==> config.mk <==
export PLATFORM = sky130hd
export DESIGN_NAME = alu_exec_flat
export DESIGN_NICKNAME = d
export VERILOG_FILES = /design/src/rtl/alu_exec_if.sv /design/src/rtl/alu_exec.sv /design/src/flat_wrapper.sv
export SDC_FILE = /design/constraint.sdc
export NUM_CORES = 1
export LEC_CHECK = 0
export ABC_AREA = 0
export CAP_MARGIN = 0
export CORE_ASPECT_RATIO = 0.8
export CORE_MARGIN = 2
export CORE_UTILIZATION = 40
export DETAILED_ROUTE_END_ITERATION = 16
export PLACE_DENSITY = 0.71
export SYNTH_ARGS = -nofsm -noshare
export SYNTH_HDL_FRONTEND = slang
export SYNTH_SLANG_ARGS = --single-unit
==> constraint.sdc <==
create_clock -name clk -period 4.6 [get_ports clk]
set_input_delay 0.92 -clock clk [delete_from_list [all_inputs] [get_ports clk]]
set_output_delay 0.92 -clock clk [all_outputs]
set_load 0.03 [all_outputs]
==> src/rtl/alu_exec_if.sv <==
// Issue bus, CDB channel and stall/rollback controls between the RS, the ALU stage and the
// CDB arbiter.
interface alu_exec_if;
   logic        rdy;
   logic        ex_rb;
   logic        alu_ena;
   logic [4:0]  alu_opt;
   logic [31:0] alu_val1;
   logic [31:0] alu_val2;
   logic [31:0] alu_imm;
   logic [3:0]  alu_rob_idx;
   logic        ex_full;
   logic        cdb_alu_valid;
   logic [3:0]  cdb_alu_src;
   logic [31:0] cdb_alu_val;
   logic        cdb_alu_br;
   logic        cdb_alu_gnt;

   modport master (
      output rdy, ex_rb, alu_ena, alu_opt, alu_val1, alu_val2, alu_imm, alu_rob_idx,
             cdb_alu_gnt,
      input  ex_full, cdb_alu_valid, cdb_alu_src, cdb_alu_val, cdb_alu_br
   );

   modport slave (
      input  rdy, ex_rb, alu_ena, alu_opt, alu_val1, alu_val2, alu_imm, alu_rob_idx,
             cdb_alu_gnt,
      output ex_full, cdb_alu_valid, cdb_alu_src, cdb_alu_val, cdb_alu_br
   );
endinterface

==> src/rtl/alu_exec.sv <==
// Single-cycle integer execution stage: evaluates the issued op and queues {tag, result, br}
// in a circular FIFO whose head is offered on the ALU CDB channel.
module alu_exec #(
   parameter int unsigned FIFO_BIT = 2
) (
   input logic       clk,
   input logic       rst,
   alu_exec_if.slave bus_io
);
   localparam int unsigned Depth = 1 << FIFO_BIT;
   localparam int unsigned EntW  = 4 + 32 + 1;

   localparam logic [4:0] OPT_NONE  = 5'd0;
   localparam logic [4:0] OPT_ADD   = 5'd1;
   localparam logic [4:0] OPT_SUB   = 5'd2;
   localparam logic [4:0] OPT_AND   = 5'd3;
   localparam logic [4:0] OPT_OR    = 5'd4;
   localparam logic [4:0] OPT_XOR   = 5'd5;
   localparam logic [4:0] OPT_SLL   = 5'd6;
   localparam logic [4:0] OPT_SRL   = 5'd7;
   localparam logic [4:0] OPT_SRA   = 5'd8;
   localparam logic [4:0] OPT_SLT   = 5'd9;
   localparam logic [4:0] OPT_SLTU  = 5'd10;
   localparam logic [4:0] OPT_ADDI  = 5'd11;
   localparam logic [4:0] OPT_ANDI  = 5'd12;
   localparam logic [4:0] OPT_ORI   = 5'd13;
   localparam logic [4:0] OPT_XORI  = 5'd14;
   localparam logic [4:0] OPT_SLLI  = 5'd15;
   localparam logic [4:0] OPT_SRLI  = 5'd16;
   localparam logic [4:0] OPT_SRAI  = 5'd17;
   localparam logic [4:0] OPT_SLTI  = 5'd18;
   localparam logic [4:0] OPT_SLTIU = 5'd19;
   localparam logic [4:0] OPT_LUI   = 5'd20;
   localparam logic [4:0] OPT_AUIPC = 5'd21;
   localparam logic [4:0] OPT_JAL   = 5'd22;
   localparam logic [4:0] OPT_JALR  = 5'd23;
   localparam logic [4:0] OPT_BEQ   = 5'd24;
   localparam logic [4:0] OPT_BNE   = 5'd25;
   localparam logic [4:0] OPT_BLT   = 5'd26;
   localparam logic [4:0] OPT_BGE   = 5'd27;
   localparam logic [4:0] OPT_BLTU  = 5'd28;
   localparam logic [4:0] OPT_BGEU  = 5'd29;

   typedef logic [FIFO_BIT-1:0] ptr_t;
   typedef logic [FIFO_BIT:0]   cnt_t;

   logic [EntW-1:0] mem_q [Depth];
   ptr_t            head_q, head_d, tail_q, tail_d;
   cnt_t            cnt_q, cnt_d;

   logic [31:0] opb, res;
   logic [4:0]  shamt;
   logic        br;
   logic        full, push, pop;
   logic [EntW-1:0] head_ent;

   always_comb begin
      res   = '0;
      br    = 1'b0;
      opb   = bus_io.alu_val2;
      if (bus_io.alu_opt >= OPT_ADDI && bus_io.alu_opt <= OPT_SLTIU) begin
         opb = bus_io.alu_imm;
      end
      shamt = opb[4:0];
      case (bus_io.alu_opt)
         OPT_ADD, OPT_ADDI:   res = bus_io.alu_val1 + opb;
         OPT_SUB:             res = bus_io.alu_val1 - opb;
         OPT_AND, OPT_ANDI:   res = bus_io.alu_val1 & opb;
         OPT_OR, OPT_ORI:     res = bus_io.alu_val1 | opb;
         OPT_XOR, OPT_XORI:   res = bus_io.alu_val1 ^ opb;
         OPT_SLL, OPT_SLLI:   res = bus_io.alu_val1 << shamt;
         OPT_SRL, OPT_SRLI:   res = bus_io.alu_val1 >> shamt;
         OPT_SRA, OPT_SRAI:   res = $unsigned($signed(bus_io.alu_val1) >>> shamt);
         OPT_SLT, OPT_SLTI:   res = {31'b0, $signed(bus_io.alu_val1) < $signed(opb)};
         OPT_SLTU, OPT_SLTIU: res = {31'b0, bus_io.alu_val1 < opb};
         OPT_LUI:             res = bus_io.alu_imm;
         OPT_AUIPC:           res = bus_io.alu_val1 + bus_io.alu_imm;
         OPT_JAL, OPT_JALR: begin
            res = bus_io.alu_val1 + 32'd4;
            br  = 1'b1;
         end
         OPT_BEQ:  br = bus_io.alu_val1 == bus_io.alu_val2;
         OPT_BNE:  br = bus_io.alu_val1 != bus_io.alu_val2;
         OPT_BLT:  br = $signed(bus_io.alu_val1) < $signed(bus_io.alu_val2);
         OPT_BGE:  br = $signed(bus_io.alu_val1) >= $signed(bus_io.alu_val2);
         OPT_BLTU: br = bus_io.alu_val1 < bus_io.alu_val2;
         OPT_BGEU: br = bus_io.alu_val1 >= bus_io.alu_val2;
         OPT_NONE: ;
         default:  ;
      endcase
   end

   assign full = cnt_q == cnt_t'(Depth);
   assign pop  = bus_io.rdy && (cnt_q != '0) && bus_io.cdb_alu_gnt && !bus_io.ex_rb;
   // A push into a full FIFO is only legal when the head leaves in the same cycle.
   assign push = bus_io.rdy && bus_io.alu_ena && !bus_io.ex_rb && (!full || pop);

   always_comb begin
      head_d = head_q;
      tail_d = tail_q;
      cnt_d  = cnt_q;
      if (bus_io.ex_rb) begin
         head_d = '0;
         tail_d = '0;
         cnt_d  = '0;
      end else begin
         if (pop) head_d = head_q + ptr_t'(1);
         if (push) tail_d = tail_q + ptr_t'(1);
         case ({push, pop})
            2'b10:   cnt_d = cnt_q + cnt_t'(1);
            2'b01:   cnt_d = cnt_q - cnt_t'(1);
            default: cnt_d = cnt_q;
         endcase
      end
   end

   always_ff @(posedge clk or negedge rst) begin
      if (!rst) begin
         head_q <= '0;
         tail_q <= '0;
         cnt_q  <= '0;
      end else if (bus_io.rdy || bus_io.ex_rb) begin
         head_q <= head_d;
         tail_q <= tail_d;
         cnt_q  <= cnt_d;
      end
   end

   always_ff @(posedge clk) begin
      if (push) mem_q[tail_q] <= {bus_io.alu_rob_idx, res, br};
   end

   assign head_ent             = mem_q[head_q];
   assign bus_io.cdb_alu_valid = cnt_q != '0;
   assign bus_io.cdb_alu_src   = bus_io.cdb_alu_valid ? head_ent[EntW-1 -: 4] : '0;
   assign bus_io.cdb_alu_val   = bus_io.cdb_alu_valid ? head_ent[32:1] : '0;
   assign bus_io.cdb_alu_br    = bus_io.cdb_alu_valid & head_ent[0];
   // Two slots of headroom: one issue may already sit in the RS output register.
   assign bus_io.ex_full       = cnt_q >= cnt_t'(Depth - 2);
endmodule

==> src/flat_wrapper.sv <==
// flat-port wrapper written by rule: the top's interface ports become plain ports
module alu_exec_flat 
#(
   parameter int unsigned FIFO_BIT = 2
)
  (clk, rst, bus_io_rdy, bus_io_ex_rb, bus_io_alu_ena, bus_io_alu_opt, bus_io_alu_val1, bus_io_alu_val2, bus_io_alu_imm, bus_io_alu_rob_idx, bus_io_cdb_alu_gnt, bus_io_ex_full, bus_io_cdb_alu_valid, bus_io_cdb_alu_src, bus_io_cdb_alu_val, bus_io_cdb_alu_br);
  alu_exec_if bus_io_i ();
  input logic clk;
  input logic rst;
  input wire logic [$bits(bus_io_i.rdy)-1:0] bus_io_rdy;
  input wire logic [$bits(bus_io_i.ex_rb)-1:0] bus_io_ex_rb;
  input wire logic [$bits(bus_io_i.alu_ena)-1:0] bus_io_alu_ena;
  input wire logic [$bits(bus_io_i.alu_opt)-1:0] bus_io_alu_opt;
  input wire logic [$bits(bus_io_i.alu_val1)-1:0] bus_io_alu_val1;
  input wire logic [$bits(bus_io_i.alu_val2)-1:0] bus_io_alu_val2;
  input wire logic [$bits(bus_io_i.alu_imm)-1:0] bus_io_alu_imm;
  input wire logic [$bits(bus_io_i.alu_rob_idx)-1:0] bus_io_alu_rob_idx;
  input wire logic [$bits(bus_io_i.cdb_alu_gnt)-1:0] bus_io_cdb_alu_gnt;
  output wire logic [$bits(bus_io_i.ex_full)-1:0] bus_io_ex_full;
  output wire logic [$bits(bus_io_i.cdb_alu_valid)-1:0] bus_io_cdb_alu_valid;
  output wire logic [$bits(bus_io_i.cdb_alu_src)-1:0] bus_io_cdb_alu_src;
  output wire logic [$bits(bus_io_i.cdb_alu_val)-1:0] bus_io_cdb_alu_val;
  output wire logic [$bits(bus_io_i.cdb_alu_br)-1:0] bus_io_cdb_alu_br;
  assign bus_io_i.rdy = bus_io_rdy;
  assign bus_io_i.ex_rb = bus_io_ex_rb;
  assign bus_io_i.alu_ena = bus_io_alu_ena;
  assign bus_io_i.alu_opt = bus_io_alu_opt;
  assign bus_io_i.alu_val1 = bus_io_alu_val1;
  assign bus_io_i.alu_val2 = bus_io_alu_val2;
  assign bus_io_i.alu_imm = bus_io_alu_imm;
  assign bus_io_i.alu_rob_idx = bus_io_alu_rob_idx;
  assign bus_io_i.cdb_alu_gnt = bus_io_cdb_alu_gnt;
  assign bus_io_ex_full = bus_io_i.ex_full;
  assign bus_io_cdb_alu_valid = bus_io_i.cdb_alu_valid;
  assign bus_io_cdb_alu_src = bus_io_i.cdb_alu_src;
  assign bus_io_cdb_alu_val = bus_io_i.cdb_alu_val;
  assign bus_io_cdb_alu_br = bus_io_i.cdb_alu_br;
  alu_exec #(.FIFO_BIT(FIFO_BIT)) u_core (.clk(clk), .rst(rst), .bus_io(bus_io_i));
endmodule
# After elaboration in Yosys (flattened, before gate mapping)

Memories as Yosys holds them, arrays and structs flattened.
Cells that the tools add are included.

RAM bits: 148
Bits in registers: 7
Output and inout port bits: 39
Bits of input ports: 111
Memories kept: 1

Memories:

| name         | depth | bits a word | rd ports | clocked after Yosys merged registers in | wr ports | RTL line       | source |
|---|---|---|---|---|---|---|---|
| u_core.mem_q | 4     | 37          | 1        | 0                                       | 1        | alu_exec.sv:47 | `logic [EntW-1:0] mem_q [Depth];` |

Equal/unequal tests: 34
Mux-type cells: 13
Order comparisons: 9
$add $sub $neg: 8
Reduce and logical (&&, ||, !) cells: 28
Shifts and indexed selects: 3
Bitwise gates (word level): 4

Operators with widths:

| operator                                             | count |
|---|---|
| one-hot mux 32 bit (13 select lines)                 | 1 |
| less-than comparator 32 bit                          | 4 |
| equality test 5 bit (second input constant)          | 14 |
| adder 32 bit                                         | 2 |
| >= comparator 32 bit                                 | 2 |
| two-way mux 32 bit                                   | 2 |
| equality test 5 x 4 -> 1 bit (second input constant) | 8 |
| adder 32 x 3 -> 32 bit (second input constant)       | 1 |
| AND 32 bit                                           | 1 |
| equality test 32 bit                                 | 1 |
| != test 32 bit                                       | 1 |
| OR 32 bit                                            | 1 |
| left shift 32 x 5 -> 32 bit                          | 1 |
| >> shifter 32 x 5 -> 32 bit                          | 1 |
| >>> shifter 32 x 5 -> 32 bit                         | 1 |
| subtractor 32 bit                                    | 1 |
| XOR 32 bit                                           | 1 |
| equality test 5 x 3 -> 1 bit (second input constant) | 4 |
| OR reduction 2 bit                                   | 10 |
| equality test 5 x 2 -> 1 bit (second input constant) | 2 |
| two-way mux 2 bit                                    | 4 |
| logical AND 1 bit                                    | 7 |
| one-hot mux 1 bit (7 select lines)                   | 1 |
| one-hot mux 3 bit (2 select lines)                   | 1 |
| 19 further kinds                                     | 27 |

# Longest topological paths before layout

Word-level depth: 9
Gate-level depth with buffers: 23

# Worst setup path after synthesis

No wires, ideal clock.

Path type: in2reg
From: input bus_io_alu_opt[3]
To: memory u_core.mem_q[0][30] (netlist bit), data pin
Path buffers: 5
Cell stages on the path: 20
Path slack: -0.668 ns
Arrival: 4.984 ns
Cell sequence: buf_6 o21a_1 o21ai_1 and3_1 buf_2 clkbuf_1 buf_2 clkbuf_1 a21oi_1 ha_1 a21o_1 a221oi_1 o211a_1 o211ai_2 and4_1 o221ai_2 o31ai_1 xnor2_1 a2111oi_0 nand2_1

Word-level cells in the longest chain between the ends: 5
Elaborated cells on any way between the ends: 46

RTL lines:

| what                                                                           | RTL line           | source |
|---|---|---|
| start, declared                                                                | flat_wrapper.sv:13 | `input wire logic [$bits(bus_io_i.alu_opt)-1:0] bus_io_alu_opt;` |
| >= comparator 5 x 4 -> 1 bit or less-or-equal comparator 5 bit (tied branches) | alu_exec.sv:61     | `if (bus_io.alu_opt >= OPT_ADDI && bus_io.alu_opt <= OPT_SLTIU) begin` |
| logical AND 1 bit                                                              | alu_exec.sv:61     |  |
| two-way mux 32 bit                                                             | alu_exec.sv:61     |  |
| subtractor 32 bit (tied with other cells)                                      | alu_exec.sv:67     | `OPT_SUB: res = bus_io.alu_val1 - opb;` |
| one-hot mux 32 bit (13 select lines) *                                         | alu_exec.sv:65     | `case (bus_io.alu_opt)` |
| net u_core.res[29]                                                             | alu_exec.sv:51     | `logic [31:0] opb, res;` |
| end, declared                                                                  | alu_exec.sv:47     |  |

The timed path passes the listed nets; every way through them passes the cells marked *.

# Final worst setup path

From: input bus_io_alu_opt[2]
To: memory u_core.mem_q[1][30] (netlist bit), data pin

The elaborated chain is that of the path after synthesis.

==> flow_summary.json <==
{
  "outcome": "completed",
  "synth_top_cell_area_share_pct": 24.2,
  "syn2layout_area_growth_pct": 43.2,
  "grt_pass1_vias": 19800,
  "end_kind": "register",
  "critPathKind": "primary input to register",
  "dpl_cell_area_mm2": 0.0247,
  "ios": 150,
  "wl_per_cell_um": 23.6,
  "ys.flop_type": "edfxtp_1",
  "drtAntennaViolNets": 0,
  "tightestPinTransition_ns": 1.17,
  "gp_congestion": 1.02,
  "syn_nets": 2402,
  "setup_viol": 0,
  "hold_viol_final": 0,
  "tns_ns": 0,
  "ys_ff_latch": 155,
  "die_w_um": 243,
  "finalNonFillerCells": 3408,
  "h-tree-depth": 4,
  "worst_ep_arrival_time_ns": 4.72,
  "async_flop_share_pct": 4.52,
  "wl_met2_um": 35900,
  "grt_pass1_wl_um": 120000,
  "crit_fanout": 6,
  "wl_met1_um": 35300,
  "antenna_found_initial": 4,
  "grt-ovfl-total": 0,
  "ir_drop_mv": 0.257,
  "synth_area_leaders": "edfxtp_1 24%, ha_1 11%, mux2i_1 7.5%",
  "start_util_pct": 40.3,
  "r2r-end": "u_core.cnt_q[2]$_DFFE_PN0P_",
  "place_hpwl_um": 63600,
  "layout.nets": 3060,
  "relSlewSlack_pct": 22.0,
  "syn_inst": 2124,
  "grt_max_degree": 54,
  "top_layer": "met4",
  "drt_iter0_markers": 1956,
  "r2r-start": "u_core.cnt_q[1]$_DFFE_PN0P_",
  "r2r_slack_ns": 1.61,
  "via_per_inst": 5.91,
  "period_minus_slack_ns": 4.57,
  "r2r_cells": 7,
  "avgSynthCellArea_um2": 8.63,
  "drv_cap": 0,
  "most-common-layout-cells": "611 x buf_4, 186 x nor2_1, 157 x ha_1, 154 x nand2_1, 148 x edfxtp_1",
  "hp-class": "register to register",
  "skew_ns": 0.00682,
  "drive_above_1_share_pct": 32.8,
  "endpoint": "u_core.mem_q[1][30]$_DFFE_PP_",
  "wl_um": 80600,
  "finalWorstSetupSlack_ns": 0.0265,
  "p_leak_nw": 11.2,
  "core-area_mm2": 0.0455,
  "synth_cell_types": 101,
  "fin_area_mm2": 0.0263,
  "die_h_um": 195,
  "port_buffers": 149,
  "yosys_warnings": 0,
  "row_count": 70,
  "synth_edf_count": 148,
  "max-clock-path-buffers": 2,
  "cts_sinks": 155,
  "cp-startpoint": "bus_io_alu_opt[2]",
  "track_usage_pct": 33.0,
  "final_common_cell": "buf_4",
  "fmax_mhz": 219,
  "first_pass_iters": 6,
  "clk_latency_ns": 0.43,
  "required_ns": 4.75,
  "cts_tree": "built",
  "synth_area_mm2": 0.0183,
  "clk_pin_slew_ns": 0.07,
  "pwr_density_cell_mw_per_mm2": 278,
  "cts_buffers": 17,
  "yosysTopAreaCell": "edfxtp_1",
  "cts_root_buf": "clkbuf_16",
  "drv_slew": 0,
  "dieArea_mm2": 0.0476,
  "whs_ns": 0.603,
  "preCtsSetupSlack_ns": -0.982,
  "vias": 20100,
  "place_inst": 3344,
  "wl_met3_um": 6530,
  "min_period_over_period_pct": 99.4,
  "cp-start-kind": "primary input",
  "drc_errors": 0,
  "seq_area_frac_synth_pct": 25.2
}
## registers in the layout, summed over array words and instances (netlist names)
signal         count
u_core.mem_q     148
u_core.tail_q      2
u_core.head_q      2
u_core.cnt_q       3
## kinds of logic after synthesis
| family | count (synthesis) | synth area share (%) |
|---|---|---|
| buffers and inverters | 279 | 6.81 |
| and+or+nand+nor | 616 | 16.0 |
| muxes | 195 | 13.6 |
| adders and majority gates | 167 | 11.5 |
| AOI/OAI and AO/OA | 633 | 23.1 |
| DFF | 155 | 25.2 |
| xor gates and xnor gates | 79 | 3.77 |
## report_power, final
group | leakage (nW) | switching (mW) | total, mW | internal (mW)
clock | 0.266 | 0.611 | 1.32 | 0.709
combinational | 9.44 | 2.37 | 4.33 | 1.96
sequential | 1.45 | 0.0286 | 1.66 | 1.63
## per-stage QoR
step / util, % / power [mW]
2_1_floorplan: - / 3.81
3_3_place_gp: 54.3 / 5.65
3_5_place_dp: 54.3 / 5.71
4_1_cts: 56.5 / 7.13
5_1_grt: 57.8 / 7.64
6_report: 57.8 / 7.31
## synthesized netlist by cell type (17+ instances only)
cell type,n
ha_1,165
nor3_1,33
o22ai_1,18
nand3_1,29
mux4_2,40
clkbuf_1,90
edfxtp_1,148
a221oi_1,40
nand2_1,158
nand4_1,33
inv_1,132
o221ai_1,17
a211oi_1,20
nor4_1,28
o211ai_1,34
a31oi_1,20
a21oi_1,185
buf_2,17
a21o_1,18
nor2_1,199
nand2b_1,21
mux2i_1,138
o21ai_0,133
xnor2_1,64
and2_1,54
## critical path, cell delays in order
cell	delay [ns]
dlygate4sd2_1	0.25
a21o_4	0.19
and3_4	0.18
a21o_4	0.25
buf_16	0.16
buf_4	0.13
a21oi_2	0.17
a21oi_2	0.09
buf_4	0.15
ha_4	0.27
nand2_1	0.09
o21ai_1	0.18
nand3_1	0.15
o211ai_4	0.13
and4_4	0.29
o221ai_4	0.16
o31ai_4	0.25
xnor2_2	0.10
a2111oi_2	0.39
nand2_1	0.18
## timing repair
item,4_1_cts,5_1_grt
pin swaps,35,72
gates resized for setup,68,114
endpoints found under the setup margin,88,88
hold buffers,0,0
setup buffers,12,18
gates cloned,1,0
## worst min-delay path by stage
stage          depth (start not counted)                         start  slack, ns                      endpoint
6_report                               2  u_core.tail_q[1]$_DFFE_PN0P_       0.60  u_core.tail_q[1]$_DFFE_PN0P_
3_3_place_gp                           1  u_core.tail_q[0]$_DFFE_PN0P_       0.53  u_core.tail_q[0]$_DFFE_PN0P_
5_1_grt                                2  u_core.tail_q[1]$_DFFE_PN0P_       0.66  u_core.tail_q[1]$_DFFE_PN0P_
2_1_floorplan                          1  u_core.tail_q[0]$_DFFE_PN0P_       0.50  u_core.tail_q[0]$_DFFE_PN0P_
4_1_cts                                2  u_core.tail_q[1]$_DFFE_PN0P_       0.61  u_core.tail_q[1]$_DFFE_PN0P_
3_5_place_dp                           1  u_core.tail_q[0]$_DFFE_PN0P_       0.57  u_core.tail_q[0]$_DFFE_PN0P_
## metal layers
layer	up-vias	track usage (%)
li1	9279	-
met1	9795	45.7
met2	934	52.7
met3	136	5.48
met4	0	9.91
met5	-	0
## cell type report
class                      count  area (µm²)
fill                        4032       19200
clock inverter                15         129
timing repair buffer         779        6380
tap                          612         766
antenna                        1        2.50
inverter                     139         532
sequential                   155        4620
clock buffer                  17         425
multi-input combinational   1690       13400
Note: power is estimated with default switching activity, not from simulation.
